==> src/rtl/main_mem_arbiter_pkg.sv <==
// Shared memory-subsystem definitions: arbiter FSM encoding, requester port
// indices and the index-to-one-hot helper used by the grant logic.
package main_mem_arbiter_pkg;

  typedef enum logic [1:0] {
    ST_IDLE  = 2'd0,
    ST_ISSUE = 2'd1,
    ST_WAIT  = 2'd2,
    ST_DONE  = 2'd3
  } arb_state_e;

  localparam logic PORT_ICACHE = 1'b0;
  localparam logic PORT_DCACHE = 1'b1;

  function automatic logic [1:0] port_onehot(input logic idx);
    logic [1:0] oh;
    if (idx == PORT_DCACHE) begin
      oh = 2'b10;
    end else begin
      oh = 2'b01;
    end
    return oh;
  endfunction

endpackage

==> src/rtl/main_mem_arbiter_rr_pick2.sv <==
// Two-way round-robin winner selection: on a tie the port that did not win
// last time is chosen; a lone requester always wins.
module rr_pick2
  import main_mem_arbiter_pkg::*;
(
  input  logic [1:0] req,
  input  logic       last_grant,
  output logic [1:0] grant,
  output logic       winner
);

  // Winner index and matching one-hot grant; no grant when nobody asks.
  always_comb begin
    winner = PORT_ICACHE;
    grant  = 2'b00;
    case (req)
      2'b01:   winner = PORT_ICACHE;
      2'b10:   winner = PORT_DCACHE;
      2'b11:   winner = ~last_grant;
      default: winner = PORT_ICACHE;
    endcase
    if (req != 2'b00) begin
      grant = port_onehot(winner);
    end else begin
      grant = 2'b00;
    end
  end

endmodule

==> src/rtl/main_mem_arbiter.sv <==
// Arbitrates the icache and dcache ports onto a single main-memory controller,
// one transaction at a time, with round-robin fairness on contention.
module main_mem_arbiter
  import main_mem_arbiter_pkg::*;
#(
  parameter int ADDR_W = 32,
  parameter int DATA_W = 128
) (
  input  logic              clk,
  input  logic              reset_n,
  input  logic [1:0]        req,
  input  logic              rd_wr0,
  input  logic              rd_wr1,
  input  logic [ADDR_W-1:0] addr0,
  input  logic [ADDR_W-1:0] addr1,
  input  logic [DATA_W-1:0] wdata0,
  input  logic [DATA_W-1:0] wdata1,
  output logic [1:0]        ack,
  output logic [DATA_W-1:0] rdata,
  output logic              busy,
  output logic              mem_en,
  output logic              mem_rd_wr,
  output logic [ADDR_W-1:0] mem_addr,
  output logic [DATA_W-1:0] mem_wdata,
  input  logic              mem_valid,
  input  logic [DATA_W-1:0] mem_rdata
);

  arb_state_e        state_r;
  arb_state_e        state_next_s;
  logic              last_grant_r;
  logic [1:0]        grant_r;
  logic [1:0]        pick_grant_s;
  logic              pick_winner_s;
  logic              accept_s;
  logic              capture_s;
  logic [1:0]        ack_r;
  logic              busy_r;
  logic              mem_en_r;
  logic              mem_rd_wr_r;
  logic [ADDR_W-1:0] mem_addr_r;
  logic [DATA_W-1:0] mem_wdata_r;
  logic [DATA_W-1:0] rdata_r;

  rr_pick2 u_rr_pick2 (
    .req        (req),
    .last_grant (last_grant_r),
    .grant      (pick_grant_s),
    .winner     (pick_winner_s)
  );

  // Requests are only looked at in IDLE; memory completion only in WAIT.
  assign accept_s  = (state_r == ST_IDLE) && (req != 2'b00);
  assign capture_s = (state_r == ST_WAIT) && mem_valid;

  // Next-state logic.
  always_comb begin
    state_next_s = state_r;
    case (state_r)
      ST_IDLE: begin
        if (req != 2'b00) begin
          state_next_s = ST_ISSUE;
        end else begin
          state_next_s = ST_IDLE;
        end
      end
      ST_ISSUE: state_next_s = ST_WAIT;
      ST_WAIT: begin
        if (mem_valid) begin
          state_next_s = ST_DONE;
        end else begin
          state_next_s = ST_WAIT;
        end
      end
      ST_DONE: state_next_s = ST_IDLE;
      default: state_next_s = ST_IDLE;
    endcase
  end

  // State register.
  always_ff @(posedge clk or negedge reset_n) begin
    if (!reset_n) begin
      state_r <= ST_IDLE;
    end else begin
      state_r <= state_next_s;
    end
  end

  // Winner bookkeeping; last_grant resets to 1 so port 0 takes the first tie.
  always_ff @(posedge clk or negedge reset_n) begin
    if (!reset_n) begin
      last_grant_r <= 1'b1;
      grant_r      <= 2'b00;
    end else if (accept_s) begin
      last_grant_r <= pick_winner_s;
      grant_r      <= pick_grant_s;
    end
  end

  // Operands of the winner are frozen here from ISSUE through DONE.
  always_ff @(posedge clk or negedge reset_n) begin
    if (!reset_n) begin
      mem_rd_wr_r <= 1'b0;
      mem_addr_r  <= '0;
      mem_wdata_r <= '0;
    end else if (accept_s) begin
      if (pick_winner_s == PORT_DCACHE) begin
        mem_rd_wr_r <= rd_wr1;
        mem_addr_r  <= addr1;
        mem_wdata_r <= wdata1;
      end else begin
        mem_rd_wr_r <= rd_wr0;
        mem_addr_r  <= addr0;
        mem_wdata_r <= wdata0;
      end
    end
  end

  // Read line capture; writes load it too and the requester ignores it.
  always_ff @(posedge clk or negedge reset_n) begin
    if (!reset_n) begin
      rdata_r <= '0;
    end else if (capture_s) begin
      rdata_r <= mem_rdata;
    end
  end

  // Control outputs are registered from the next state so they line up with it.
  always_ff @(posedge clk or negedge reset_n) begin
    if (!reset_n) begin
      mem_en_r <= 1'b0;
      busy_r   <= 1'b0;
      ack_r    <= 2'b00;
    end else begin
      mem_en_r <= (state_next_s == ST_ISSUE);
      busy_r   <= (state_next_s != ST_IDLE);
      if (state_next_s == ST_DONE) begin
        ack_r <= grant_r;
      end else begin
        ack_r <= 2'b00;
      end
    end
  end

  assign ack       = ack_r;
  assign busy      = busy_r;
  assign mem_en    = mem_en_r;
  assign mem_rd_wr = mem_rd_wr_r;
  assign mem_addr  = mem_addr_r;
  assign mem_wdata = mem_wdata_r;
  assign rdata     = rdata_r;

endmodule

==> config.mk <==
export PLATFORM = sky130hd
export DESIGN_NAME = main_mem_arbiter
export DESIGN_NICKNAME = d
export VERILOG_FILES = /design/src/rtl/main_mem_arbiter_pkg.sv /design/src/rtl/main_mem_arbiter_rr_pick2.sv /design/src/rtl/main_mem_arbiter.sv
export SDC_FILE = /design/constraint.sdc
export NUM_CORES = 1
export LEC_CHECK = 0
export BUFFER_PORTS_ARGS = -buffer_cell sky130_fd_sc_hd__buf_4
export CORE_AREA = 2 2 293 295
export DETAILED_ROUTE_END_ITERATION = 7
export DIE_AREA = 0 0 295 297
export GPL_TIMING_DRIVEN = 0
export PLACE_DENSITY_LB_ADDON = 0.08
export SETUP_SLACK_MARGIN = 0.15
export SLEW_MARGIN = 20
export SYNTH_ARGS = -nofsm -noshare
export SYNTH_HDL_FRONTEND = slang
export SYNTH_SLANG_ARGS = --single-unit
export TNS_END_PERCENT = 100
==> constraint.sdc <==
create_clock -name clk -period 2.2 [get_ports clk]
set_input_delay 0.55 -clock clk [delete_from_list [all_inputs] [get_ports clk]]
set_output_delay 0.55 -clock clk [all_outputs]
set_load 0.005 [all_outputs]
==> impl_results.md <==
* Clk_skew at 0.0193 ns
* RSZ-0062 raised after global routing: no
* Ratio of cells with drive above 1 in the final layout at 50.9%
* Status: finished, final reports clean
* Final nets at 2431
* Starting density of the core at 14.5%
* Max cap viols at 0
* Reg2Reg Setup Slack at 0.32 ns
* Critical path launch point type: register
* Via Count at 11962
* Gp weighted congestion at 0.801
* Row cnt at 107
* EDFF count, synth at 0
* Slew margin rel. at 50.7%
* Synth top area share at 60.5%
* GRT Resource Usage Total at 14.6%
* Largest net degree at the start of global routing at 84
* Crit path DAT at 2.30 ns
* Worst IR Drop VDD at 0.000500 V
* Fin crit share at 85.3%
* Cell area after layout at 0.0210 mm^2
* Final hold vios at 0
* Count leader, synth: a21oi_1
* H-tree depth at 2
* Synth Flop Type: dfrtp_1
* Cell Area, Placed at 0.0194 mm^2
* Min cycle time layout at 1.88 ns
* Yosys top cell by area: dfrtp_1
* Worst hold path type: primary input to register
* TritonCTS clock tree: yes
* Post-synthesis sequential area ratio at 60.7%
* Initial antenna violation count at 5
* DRT Wirelength at 66300 um
* Wire per inst at 21.0 um
* Clk sinks at 298
* CTS Buffer Depth at 3
* Count of warnings emitted by yosys at 0
* Setup violators final at 0
* Antenna Nets Post-Route at 0
* Fmax at 0.533 GHz
* Die Ht at 297 um
* Async S/R FF share, synth at 100%
* Non-filler cells, final at 3152
* Pwr dens at 1430 mW/mm^2
* Final Util at 24.8%
* CTS Buf Count at 44
* Dominant cells by area after synthesis: dfrtp_1, a21oi_1, mux2_2
* Cell count after synthesis at 1176
* Global-route wire length before repair at 93400 um
* CP Data Required Time at 2.62 ns
* DP Wirelength at 52500 um
* Core area at 0.0845 mm^2
* Port Buffers at 747
* Clock Pin Slew Worst Setup and Hold Paths at 0.05 ns
* Syn nets at 1634
* Die area at 0.0876 mm^2
* Overflow after GRT at 0
* Critical path endpoint category: register
* CTS root buf: clkbuf_16
* Slew @ Worst Pin at 0.739 ns
* Clock Latency Late Sink at 0.56 ns
* P_leak at 9.95 nW
* Setup TNS at 0 ns
* Drt first pass iters at 5
* Vias in the first global route at 12362
* Pre-CTS setup slack at -0.373 ns
* CP Class: register to register
* Synth Area per Inst at 10.5 um^2
* Commonest cells in the netlist: a21oi_1, dfrtp_1, nand2_1, nor2_1, mux2_2
* Pins Over Slew Limit at 0
* Vias/cell at 3.80
* Area grow syn2layout at 70.7%
* Setup bufs post-CTS at 0
* Setup WS post-layout at 0.323 ns
* DIE WIDTH at 295 um
* I/O pins at 748
* DRC viols at 0
* Post-Syn Area at 0.0123 mm^2
* Synth unique cells at 22
* Register bit total from synthesis at 298
* Placed Cells at 3070
* Initial DRC count at 434
* Worst Path Max Fanout at 10
[path summary, 6_finish.rpt]
path,startpoint,endpoint,cells after the start
setup / recovery,state_r[0],rdata[33],6
hold / removal,req[0],last_grant_r,2
setup reg to reg,state_r[0],rdata[33],6
hold reg to reg,rdata[97],rdata[97],1
max in group asynchronous,reset_n,rdata[51],4
min in group asynchronous,reset_n,mem_addr[27],2
[report_power, final]
part | internal, mW | switching [mW] | leakage [nW] | total [mW]
clock | 4.63 | 2.78 | 0.733 | 7.41
combinational | 6.56 | 6.11 | 5.81 | 12.7
sequential | 8.32 | 1.51 | 3.41 | 9.82
total | 19.5 | 10.4 | 9.95 | 29.9
[cell families after synthesis]
logic type               Yosys count  synth area share [%]
multiplexers                     128                  11.7
AND/OR/NAND/NOR                  328                  10.1
AO/OA/AOI/OAI                    332                  13.7
adder cells (fa/ha/maj)            3                 0.305
buffers and inverters             87                  3.50
flip-flops                       298                  60.7
[sequential cells by signal, indices dropped and copies added, names as in the netlist]
| name | cells |
|---|---|
| ack | 2 |
| busy | 1 |
| grant_r | 2 |
| last_grant_r | 1 |
| mem_addr | 32 |
| mem_en | 1 |
| mem_rd_wr | 1 |
| mem_wdata | 128 |
| rdata | 128 |
| state_r | 2 |
[worst max-delay path, cell delays in order, from the launching register on]
cell and delay, ns:
dfrtp_1 0.32, inv_1 0.07, ha_1 0.21, nand2_2 0.17, clkbuf_4 0.28, buf_2 0.32, mux2_2 0.37
[stage by stage]
stage / hold WS (ns) / total power [mW]
2_1_floorplan: 0.254 / 14.9
3_3_place_gp: 0.489 / 22.9
3_5_place_dp: 0.491 / 23.0
4_1_cts: 0.148 / 30.7
5_1_grt: 0.187 / 32.1
6_report: 0.211 / 29.9
[layer usage]
metal	up-vias	global-route usage [%]	wire, um
met4	2	3.06	942
met3	56	4.94	5540
li1	5580	-	-
met5	-	0	13
met1	5898	16.3	25000
met2	426	26.7	34800
[cell type report]
type | count | area [um^2]
clock inverter | 16 | 220
buffer | 85 | 450
fill | 9273 | 63500
tap | 1144 | 1430
inverter | 2 | 7.51
timing repair buffer | 751 | 5710
multi-input combinational | 791 | 4410
sequential | 298 | 7460
clock buffer | 63 | 1280
antenna | 2 | 5.00
[cell usage in the layout, fill, tap and decap left out, drive strengths merged, types with 2 or more instances in the layout]
cell type	n
ha	3
mux2	128
nand2	162
buf	810
inv	2
clkinv	8
a21oi	324
clkbuf	88
and3	2
o21ai	3
diode	2
dfrtp	297
clkinvlp	3
bufinv	5
nor2	162
[what timing repair did]
action | in CTS | in global routing
endpoints found under the setup margin | 202 | 160
hold buffers | 1 | 0
hold endpoints to repair | 26 | 0
resized for setup | 9 | 9
cloned | 0 | 0
Note: power is estimated with default switching activity, not from simulation.
